===== src/rtl/briey_reset_seq.sv =====
// Reset sequencer for the Briey SoC: waits for PLL lock, holds the core in reset, then monitors lock, reset key and watchdog.
// Optional watchdog is built only when BRIEY_RSTSEQ_WDT_EN is defined.
module briey_reset_seq #(
  parameter int DEBOUNCE_CYCLES = 50000,
  parameter int HOLD_CYCLES     = 1024,
  parameter int WDT_CYCLES      = 16777216
) (
  input  logic       io_axiClk,
  input  logic       io_reset,
  input  logic       io_pllLock,
  input  logic       io_keyResetN,
  input  logic       io_keyIrqN,
  input  logic       io_wdtKick,
  output logic       io_coreReset,
  output logic       io_coreInterrupt,
  output logic [1:0] io_resetCause,
  output logic [1:0] io_state
);

  localparam int DB_W = (DEBOUNCE_CYCLES > 1) ? $clog2(DEBOUNCE_CYCLES) : 1;
  localparam int HOLD_W = (HOLD_CYCLES > 1) ? $clog2(HOLD_CYCLES) : 1;
  localparam logic [DB_W-1:0] DB_MAX = DB_W'(DEBOUNCE_CYCLES - 1);
  localparam logic [HOLD_W-1:0] HOLD_MAX = HOLD_W'(HOLD_CYCLES - 1);

  typedef enum logic [1:0] {
    WAIT_LOCK = 2'b00,
    HOLD      = 2'b01,
    RUN       = 2'b10
  } state_t;

  state_t state;
  logic lock_s1, lock_s2;
  // bit 0: reset key, bit 1: interrupt key; both active-low, released = 1
  logic [1:0] key_s1, key_s2;
  logic [1:0] key_deb;
  logic [HOLD_W-1:0] hold_cnt;
  logic key_pressed, irq_level, wdt_expire;

  always_ff @(posedge io_axiClk) begin
    if (io_reset) begin
      lock_s1 <= 1'b0;
      lock_s2 <= 1'b0;
      key_s1  <= 2'b11;
      key_s2  <= 2'b11;
    end else begin
      lock_s1 <= io_pllLock;
      lock_s2 <= lock_s1;
      key_s1  <= {io_keyIrqN, io_keyResetN};
      key_s2  <= key_s1;
    end
  end

  for (genvar k = 0; k < 2; k++) begin : g_db
    logic [DB_W-1:0] cnt;
    logic deb;

    always_ff @(posedge io_axiClk) begin
      if (io_reset) begin
        cnt <= '0;
        deb <= 1'b1;
      end else if (key_s2[k] == deb) begin
        cnt <= '0;
      end else if (cnt == DB_MAX) begin
        deb <= key_s2[k];
        cnt <= '0;
      end else begin
        cnt <= cnt + 1'b1;
      end
    end

    assign key_deb[k] = deb;
  end

  assign key_pressed = ~key_deb[0];
  assign irq_level   = ~key_deb[1];

`ifdef BRIEY_RSTSEQ_WDT_EN
  localparam int WDT_W = (WDT_CYCLES > 1) ? $clog2(WDT_CYCLES) : 1;
  localparam logic [WDT_W-1:0] WDT_MAX = WDT_W'(WDT_CYCLES - 1);

  logic kick_s1, kick_s2, kick_d;
  logic kick_rise;
  logic [WDT_W-1:0] wdt_cnt;

  assign kick_rise  = kick_s2 & ~kick_d;
  assign wdt_expire = (state == RUN) && (wdt_cnt == WDT_MAX);

  always_ff @(posedge io_axiClk) begin
    if (io_reset) begin
      kick_s1 <= 1'b0;
      kick_s2 <= 1'b0;
      kick_d  <= 1'b0;
      wdt_cnt <= '0;
    end else begin
      kick_s1 <= io_wdtKick;
      kick_s2 <= kick_s1;
      kick_d  <= kick_s2;
      if ((state != RUN) || kick_rise || wdt_expire)
        wdt_cnt <= '0;
      else
        wdt_cnt <= wdt_cnt + 1'b1;
    end
  end
`else
  logic unused_kick;
  assign unused_kick = io_wdtKick;
  assign wdt_expire  = 1'b0;
`endif

  // Outputs are set from the state being entered, so core reset and the
  // interrupt gate change on the same edge as the state.
  always_ff @(posedge io_axiClk) begin
    if (io_reset) begin
      state            <= WAIT_LOCK;
      hold_cnt         <= '0;
      io_coreReset     <= 1'b1;
      io_coreInterrupt <= 1'b0;
      io_resetCause    <= 2'b00;
    end else begin
      case (state)
        WAIT_LOCK: begin
          io_coreReset     <= 1'b1;
          io_coreInterrupt <= 1'b0;
          hold_cnt         <= '0;
          if (lock_s2) state <= HOLD;
        end
        HOLD: begin
          if (!lock_s2) begin
            state            <= WAIT_LOCK;
            hold_cnt         <= '0;
            io_coreReset     <= 1'b1;
            io_coreInterrupt <= 1'b0;
          end else if (key_pressed) begin
            hold_cnt         <= '0;
            io_coreReset     <= 1'b1;
            io_coreInterrupt <= 1'b0;
          end else if (hold_cnt == HOLD_MAX) begin
            state            <= RUN;
            hold_cnt         <= '0;
            io_coreReset     <= 1'b0;
            io_coreInterrupt <= irq_level;
          end else begin
            hold_cnt         <= hold_cnt + 1'b1;
            io_coreReset     <= 1'b1;
            io_coreInterrupt <= 1'b0;
          end
        end
        RUN: begin
          hold_cnt <= '0;
          if (!lock_s2) begin
            state            <= WAIT_LOCK;
            io_resetCause    <= 2'b11;
            io_coreReset     <= 1'b1;
            io_coreInterrupt <= 1'b0;
          end else if (key_pressed) begin
            state            <= HOLD;
            io_resetCause    <= 2'b01;
            io_coreReset     <= 1'b1;
            io_coreInterrupt <= 1'b0;
          end else if (wdt_expire) begin
            state            <= HOLD;
            io_resetCause    <= 2'b10;
            io_coreReset     <= 1'b1;
            io_coreInterrupt <= 1'b0;
          end else begin
            io_coreReset     <= 1'b0;
            io_coreInterrupt <= irq_level;
          end
        end
        default: begin
          state            <= WAIT_LOCK;
          hold_cnt         <= '0;
          io_coreReset     <= 1'b1;
          io_coreInterrupt <= 1'b0;
        end
      endcase
    end
  end

  assign io_state = state;

endmodule

===== config.mk =====
export PLATFORM = sky130hd
export DESIGN_NAME = briey_reset_seq
export DESIGN_NICKNAME = d
export VERILOG_FILES = /design/src/rtl/briey_reset_seq.sv
export SDC_FILE = /design/constraint.sdc
export NUM_CORES = 1
export LEC_CHECK = 0
export ABC_CLOCK_PERIOD_IN_PS = 2000
export CORE_ASPECT_RATIO = 2
export CORE_MARGIN = 2
export CORE_UTILIZATION = 59
export DETAILED_ROUTE_END_ITERATION = 8
export GPL_TIMING_DRIVEN = 1
export PLACE_DENSITY = 0.78
export RECOVER_POWER = 50
export SYNTH_ARGS = -nofsm -noshare
export SYNTH_HDL_FRONTEND = slang
export SYNTH_SLANG_ARGS = --single-unit
export TNS_END_PERCENT = 100

===== constraint.sdc =====
create_clock -name io_axiClk -period 2 [get_ports io_axiClk]
set_input_delay 0.3 -clock io_axiClk [delete_from_list [all_inputs] [get_ports io_axiClk]]
set_output_delay 0.3 -clock io_axiClk [all_outputs]
set_load 0.01 [all_outputs]

* Yosys cells after proc, flatten, opt, wreduce, memory -nomap -nowiden
Cells that the tools add are included.
** Operators by class
- Div/mod/pow operators :: 0
- Shift-type cells :: 0
- Reductions and logical operators :: 8
- Order comparisons :: 0
- $mul :: 0
- Multiplexer cells :: 20
- Equal/unequal tests :: 12
- Bitwise logic cells :: 6
- Add/subtract/negate cells :: 3
** Operators by type and width (number)
- 16-bit by 1-bit adder with 16-bit output (second input constant) :: 2
- 16-bit equality test (second input constant) :: 2
- 2-bit 2-to-1 mux :: 7
- 10-bit by 1-bit adder with 10-bit output (second input constant) :: 1
- 10-bit equality test (second input constant) :: 1
- 1-bit 2-to-1 mux :: 10
- 3-bit inequality test (second input constant) :: 3
- 1-bit inverter :: 6
- 2-bit one-hot mux with 3 select lines :: 1
- 2-bit AND reduction :: 3
- 3-bit OR reduction :: 2
- 5-bit OR reduction :: 1
- 2-bit inequality test (second input constant) :: 2
- 1-bit one-hot mux with 2 select lines :: 2
- 4-bit AND reduction :: 1
- 1-bit equality test :: 2
- 2-bit by 1-bit equality test with 1-bit output (second input constant) :: 1
- 2-bit equality test (second input constant) :: 1
- 2-bit zero test :: 1
** Storage, ports and cells
- Word-level logic and storage cells :: 62
- Bits in latches :: 0
- Memories :: 0
- Memory bits (read-only) :: 0
- Register bits after elaboration :: 56
- RAM bits :: 0

* Logic depth before layout (Yosys ltp)
- Depth in word-level cells :: 5
- Depth in mapped cells :: 7
- Gate-level depth less buffers :: 6

* Least setup slack after synthesis
No wires, ideal clock.
- Path kind :: reg-to-reg
- Start point :: register g_db[0].cnt[4]
- End point :: register g_db[0].cnt[4]
- Arrival time :: 1.567 ns
- Cell stages (with the launch flop) :: 7
- Path buffers :: 2
- Setup time :: 0.116 ns
- Path slack :: 0.317 ns
- Required time :: 1.884 ns
- Clock period less this slack :: 1.683 ns
- Cell sequence :: dfxtp_1 -> or4b_1 -> nor4_2 -> or3_1 -> buf_6 -> buf_12 -> nor2_1
** Between the ends
- Longest elaborated chain between the ends :: 2
** Ends and longest elaborated chain
- from (decl) :: line 54 : logic [DB_W-1:0] cnt;
- from (signal assigned) :: line 67 : cnt <= cnt + 1'b1;
- branches (longest 2 deep; another with 16-bit by 1-bit adder with 16-bit output)
Parallel ways; which one is timed is not known.
A chain may end at the register's enable or synchronous reset.

* Worst setup path after layout
- Start point :: register g_db[0].cnt[4]
- End point :: register g_db[0].cnt[14]
The elaborated chain is that of the path after synthesis.

==> impl_metrics.ini <==
[global_route]
grt_pass1_wl_mm = 7.11
busiest_layer = met2
grt_usage = 0.195
grtUsageMet2 = 0.342
first_global_vias = 1740
grt_start_max_net_pins = 19
globalRouteOverflowTotal = 0
grt_use_met3 = 0.0364
use_met1 = 0.214
antenna_found_initial = 0

[die]
die_w_um = 49.3
io-pin-count = 12
die_y_um = 94.6
core_mm2 = 0.00401
die_area_mm2 = 0.00466
std_cell_rows = 33
start_util = 0.604

[synthesis]
syn_avg_cell_area_um2 = 9.00
ys_types = 32
async_flop_share = 0
syn_area_mm2 = 0.00242
syn-num-nets = 282
yosys_warnings = 0
synthFlopType = dfxtp_1
synth_edf_count = 0
synth-seq-area-share = 0.463
synthCells = 269
ys_ff_latch = 56
synth_top_area_frac = 0.463
yosysTopAreaCell = dfxtp_1
synthTopCellsByArea = dfxtp_1 46%, xnor2_1 10%, nor2_1 8.2%, ha_1 3.6%, nand3_1 3.3%

[route]
drt-pass1-iter-count = 4
post-route-drc-count = 0
drt-total-wl_mm = 3.95
drt_iter0_markers = 34
dr_total_vias = 1777
vias_per_cell = 5.23
ant_nets = 0
wl_per_cell_um = 11.6

[cts]
cts-buffers-inserted = 5
clkLatencyLatePin_ps = 310
cts.sinks = 56
cts_resized = 0
ctsHoldBuffers = 0
tritoncts = yes
htreeDepth = 2
clockBufferDepth = 2
cts.root.buffer_cell = clkbuf_8
cts.clk_slew.worst_paths_ps = 110
post_cts_buffers = 0

[run]
drv_cap = 0

[min_path]
hp-class = register to register
hold_path_end = key_s2[1]
whs_path_depth = 1
hp-start = key_s1[1]

[sta]
finalHoldViolCount = 0
tightest_slew_ps = 474
final_max_slew_viol_count = 0
min_period_over_period = 0.919
setup_viol = 0
slew_headroom = 0.683
fin_crit_ps = 1840
rsz0062_at_grt = false
fin_setup_tns_ps = 0
max_freq_mhz = 544
skew_ps = 14.5

[finish]
layout_common_cells = 56 x dfxtp_1, 53 x nor2_1, 28 x xnor2_1
antenna_cells = 0
syn2layout_area_growth_pct = 10.6
fin_nets = 300
layout_commonest_cell = dfxtp_1
layout-drive-gt1-share = 0.0729

[worst_setup_path]
endpoint_kind = register
reg2reg_slack_ps = 160
arrival_ps = 2040
required_ps = 2200
cp_max_fo = 16
worst-r2r-cell-count = 5
crit-reg2reg-launch = g_db[0].cnt[4]
crit_type = register to register
reg2reg_to = g_db[0].cnt[14]
cp-start-kind = register

[pwr]
p_total_uw = 1790
irDropWorstVdd_mv = 0.719
power_per_cell_area_mw_per_mm2 = 668
p_leak_uw = 0.000838

[placed_design]
globalplace.congestion = 0.820
hpwl_mm = 2.94
io_buffers = 10

[status]
status = complete, no violations
-- metrics by stage --
| step | hold slack (ps) | instances | util | setup slack (ps) | instance area (µm²) |
|---|---|---|---|---|---|
| 2_1_floorplan | 389 | 269 | - | 317 | 2420 |
| 3_3_place_gp | 392 | 332 | 0.646 | 235 | 2590 |
| 3_5_place_dp | 394 | 332 | 0.646 | 156 | 2590 |
| 4_1_cts | 418 | 340 | 0.669 | 128 | 2680 |
| 5_1_grt | 444 | 340 | 0.668 | 67.3 | 2680 |
| 6_report | 416 | 340 | 0.668 | 161 | 2680 |
-- where the power goes --
| part | total (µW) | switching, µW | internal [µW] |
|---|---|---|---|
| Combinational | 46.2 | 23.0 | 23.3 |
| Sequential | 1130 | 5.59 | 1120 |
| Clock | 614 | 363 | 252 |
-- registers in the layout (all words and copies together), names as in the netlist --
| register | count |
|---|---|
| io_state | 2 |
| lock_s1 | 1 |
| g_db.deb | 2 |
| hold_cnt | 10 |
| key_s2 | 2 |
| g_db.cnt | 32 |
| io_coreReset | 1 |
| io_coreInterrupt | 1 |
| io_resetCause | 2 |
| lock_s2 | 1 |
| key_s1 | 2 |
-- cells in the mapped netlist (2+ instances only) --
master and number:
nand4_1 9, nor3_1 9, xor2_1 9, o21ai_0 5
dfxtp_1 56, nor4_1 11, or4bb_1 2, a21oi_1 4
or2_2 5, nor2b_1 5, or3_1 5, ha_1 7
xnor2_1 28, nand2b_1 2, inv_1 14, nand2_1 14
nor2_1 53, nand3_1 16, buf_6 2
-- kinds of logic after synthesis --
group	synth area share
DFF	0.463
and+or+nand+nor	0.281
AOI/OAI and AO/OA	0.0445
buffers and inverters	0.0408
xor gates and xnor gates	0.134
adders and majority gates	0.0362
-- critical path, stage by stage (launching register included) --
cell and delay [ps]:
dfxtp_1 350, or4b_1 540, nor4_2 410, or3_1 220, buf_12 150, nor2_1 50
-- per-layer routing --
| metal | vias up | share of wire |
|---|---|---|
| met1 | 790 | 0.44 |
| met2 | 29 | 0.50 |
| met4 | 0 | 0.034 |
| met3 | 12 | 0.027 |
| met5 | - | 0 |
| li1 | 946 | - |
-- how the worst max path moves through the flow --
stage,from,end,slack [ps],cells past startpoint
3_5_place_dp,g_db[0].cnt[4],g_db[0].cnt[15],160,5
2_1_floorplan,g_db[0].cnt[4],g_db[0].cnt[4],320,6
4_1_cts,g_db[0].cnt[4],g_db[0].cnt[12],130,5
3_3_place_gp,g_db[0].cnt[4],g_db[0].cnt[14],240,5
6_report,g_db[0].cnt[4],g_db[0].cnt[14],160,5
5_1_grt,g_db[1].cnt[7],g_db[1].cnt[10],70,4
-- area by class of cell --
class | count | area [µm²]
fill | 328 | 1330
multi-input combinational | 195 | 1200
sequential | 56 | 1120
timing repair buffer | 15 | 146
clock buffer | 5 | 68.8
tap | 52 | 65.1
inverter | 14 | 52.6
clock inverter | 3 | 22.5
No activity file was read; power rests on OpenSTA's default activity.
==> patch (same flow settings) <==
`DEBOUNCE_CYCLES`: 50000 -> 100000.
--- a/src/rtl/briey_reset_seq.sv
+++ b/src/rtl/briey_reset_seq.sv
@@ -1,7 +1,7 @@
 // Reset sequencer for the Briey SoC: waits for PLL lock, holds the core in reset, then monitors lock, reset key and watchdog.
 // Optional watchdog is built only when BRIEY_RSTSEQ_WDT_EN is defined.
 module briey_reset_seq #(
-  parameter int DEBOUNCE_CYCLES = 50000,
+  parameter int DEBOUNCE_CYCLES = 100000,
   parameter int HOLD_CYCLES     = 1024,
   parameter int WDT_CYCLES      = 16777216
 ) (
Function: same outputs for any inputs over 10 cycles, from zero or initial values and one cycle with io_reset high; that may be too few to reach the edited logic, so the function may still have changed.
==> patch against the original RTL <==
Sequential power rose by 4%. Worst setup slack improved by 110 ps. Routed wire length rose by 16%. Combinational power rose by 2%. Total power rose by 38%. Worst hold slack got worse by 4.2 ps. Cell area rose by 9.3%. Sequential cell count rose by 2. Synthesized area rose by 4.3%. Largest power group is now the clock network.
==> patch: results (changes against the original RTL) <==
Placed design
  – Port buffer count: 10 (unchanged)
  – Pre-CTS setup slack: 278.5 ps (+122.5 ps)
  – Routability cong.: 0.8213 (+0.16%)
  – Post-Place Cells: 346 (+4.2%)
  – Dpl hpwl: 3.239 mm (+10%)

Routing
  – Drt via density: 5.431 (+3.9%)
  – Post-Route WL: 4.571 mm (+16%)
  – Drt pass-1 iters: 4 (unchanged)
  – Initial detailed-routing violation count: 34 (unchanged)

Synth
  – Fraction of registers with async set/reset: 0% (unchanged)
  – Cells after synthesis: 284 (+5.6%)
  – Yosys cell types: 38 (+19%)
  – Sequential element share of the synthesized area: 45.99% (-0.34 points)
  – Synth top area cells: dfxtp_1 (46%), xnor2_1 (9.4%), nor2_1 (8.2%), xor2_1 (4.2%), ha_1 (3.5%)
  – Syn Nets: 297 (+5.3%)
  – Synth cell count leaders: dfxtp_1 (58), nor2_1 (55), xnor2_1 (27)

Pwr
  – VDD IR-drop max: 653.4 uV (-9.1%)
  – Net Sw Power: 0.0004780 W (+22%)
  – Leakage: 0.9442 nW (+13%)

Critical path
  – WP data arrival: 1960 ps (-80 ps)
  – Reg-to-Reg Start: hold_cnt[0]
  – CP max FO: 4 (-12)
  – Slack of the worst reg-to-reg path: 270 ps (+110 ps)
  – Crit-path slowest cell: or4_4
  – Critical Path End: io_state[1]
  – Reg2Reg Depth: 5 (unchanged)
  – Max incr delay on CP: 440 ps (-100 ps)
  – CP top delay family: simple AND/OR/NAND/NOR gates

Timing
  – Final Max Slew Viols: 0 (unchanged)
  – Rel. slew slack: 67.54% (-0.74 points)
  – Final min period: 1732 ps (-106.9 ps)
  – Clock skew: 6.723 ps (-7.810 ps)

Clocking
  – Clk_lat worst skew: 340 ps (+30 ps)
  – Total CTS buffers: 9 (+4)
  – Worst-case clock buffer depth: 2 (unchanged)
  – Post-CTS Resized: 0 (unchanged)
  – H-tree depth: 3 (+1)
  – Clk pin slew, worst setup/hold paths: 70 ps (-40 ps)

Layout
  – # diodes: 0 (unchanged)
  – Biggest regs: g_db.cnt x34, hold_cnt x10
  – Layout Cells excl Fill: 362 (+6.5%)
  – Final #Nets: 318 (+6.0%)
  – Ratio of cells with drive above 1 in the final layout: 10.00% (+2.7 points)
  – Fill cells: 335 (+2.1%)

Worst hold path
  – Hold WC Path Type: reg2reg
  – Hold path cells: 1 (unchanged)

Global routing
  – Largest net degree at the start of global routing: 18 (-1)
  – Initial antenna violation count: 0 (unchanged)
  – First-pass GRT wire length: 7.962 mm (+12%)
  – Gr usage total: 22.06% (+2.6 points)
  – Vias in the first global route: 1933 (+11%)

Outcome
  – Status: completed
==> patch: worst min-delay path by stage <==
stage	startpoint	end	slack, ps
detailed placement	key_s1[1]	key_s2[1]	400
CTS	key_s1[1]	key_s2[1]	410
floorplan	key_s1[0]	key_s2[0]	390
finish	key_s1[0]	key_s2[0]	410
global route	key_s1[0]	key_s2[0]	430
global placement	key_s1[1]	key_s2[1]	390
==> patch: metal layers <==
metal	up-vias	global-route usage, %	part of all wire, %
met2	19	41.01	55
met3	14	6.000	2.5
met1	924	20.74	40
met4	0	13.66	3.1
li1	1009	-	-
met5	-	0	0
==> patch: cell type report <==
cell class                 count  area [um2]  share of cell area (%)
tap                           52       65.06                   2.224
sequential                    58        1161                   39.69
clock inverter                 4       72.57                   2.481
multi-input combinational    208        1285                   43.93
timing repair buffer          15       127.6                   4.363
clock buffer                  12       165.2                   5.646
inverter                      13       48.80                   1.668
==> patch: stage by stage <==
stage	util [%]	instance area, um2	total power, W
final	71.56	2925	0.002466
after global routing	71.56	2925	0.002546
after CTS	71.93	2940	0.002499
after detailed placement	66.12	2703	0.001246
after global placement	66.12	2703	0.001245
after floorplan	-	2525	0.001224
==> patch: worst reg2reg max path, delay by kind of cell (launching register included) <==
family / cells / cell delay [ps]
AO/OA/AOI/OAI: 2 / 470
adder cells (fa/ha/maj): 1 / 220
flip-flops: 1 / 370
AND/OR/NAND/NOR: 2 / 580
==> patch: power groups by stage <==
stage | logic, W | clock network [W] | registers [W]
final | 0.0000472 | 0.00125 | 0.00117
after global routing | 0.0000534 | 0.00132 | 0.00117
after CTS | 0.0000506 | 0.00128 | 0.00117
after detailed placement | 0.0000503 | 0 | 0.00120
after global placement | 0.0000497 | 0 | 0.00120
after floorplan | 0.0000288 | 0 | 0.00120
==> patch: logic make-up after synthesis <==
group / Yosys count / share of synthesized area, %
and+or+nand+nor: 146 / 29.09
DFF: 58 / 45.99
xor gates and xnor gates: 39 / 13.53
buffers and inverters: 18 / 2.923
AOI/OAI and AO/OA: 14 / 4.212
adders and majority gates: 7 / 3.469
muxes: 2 / 0.7929
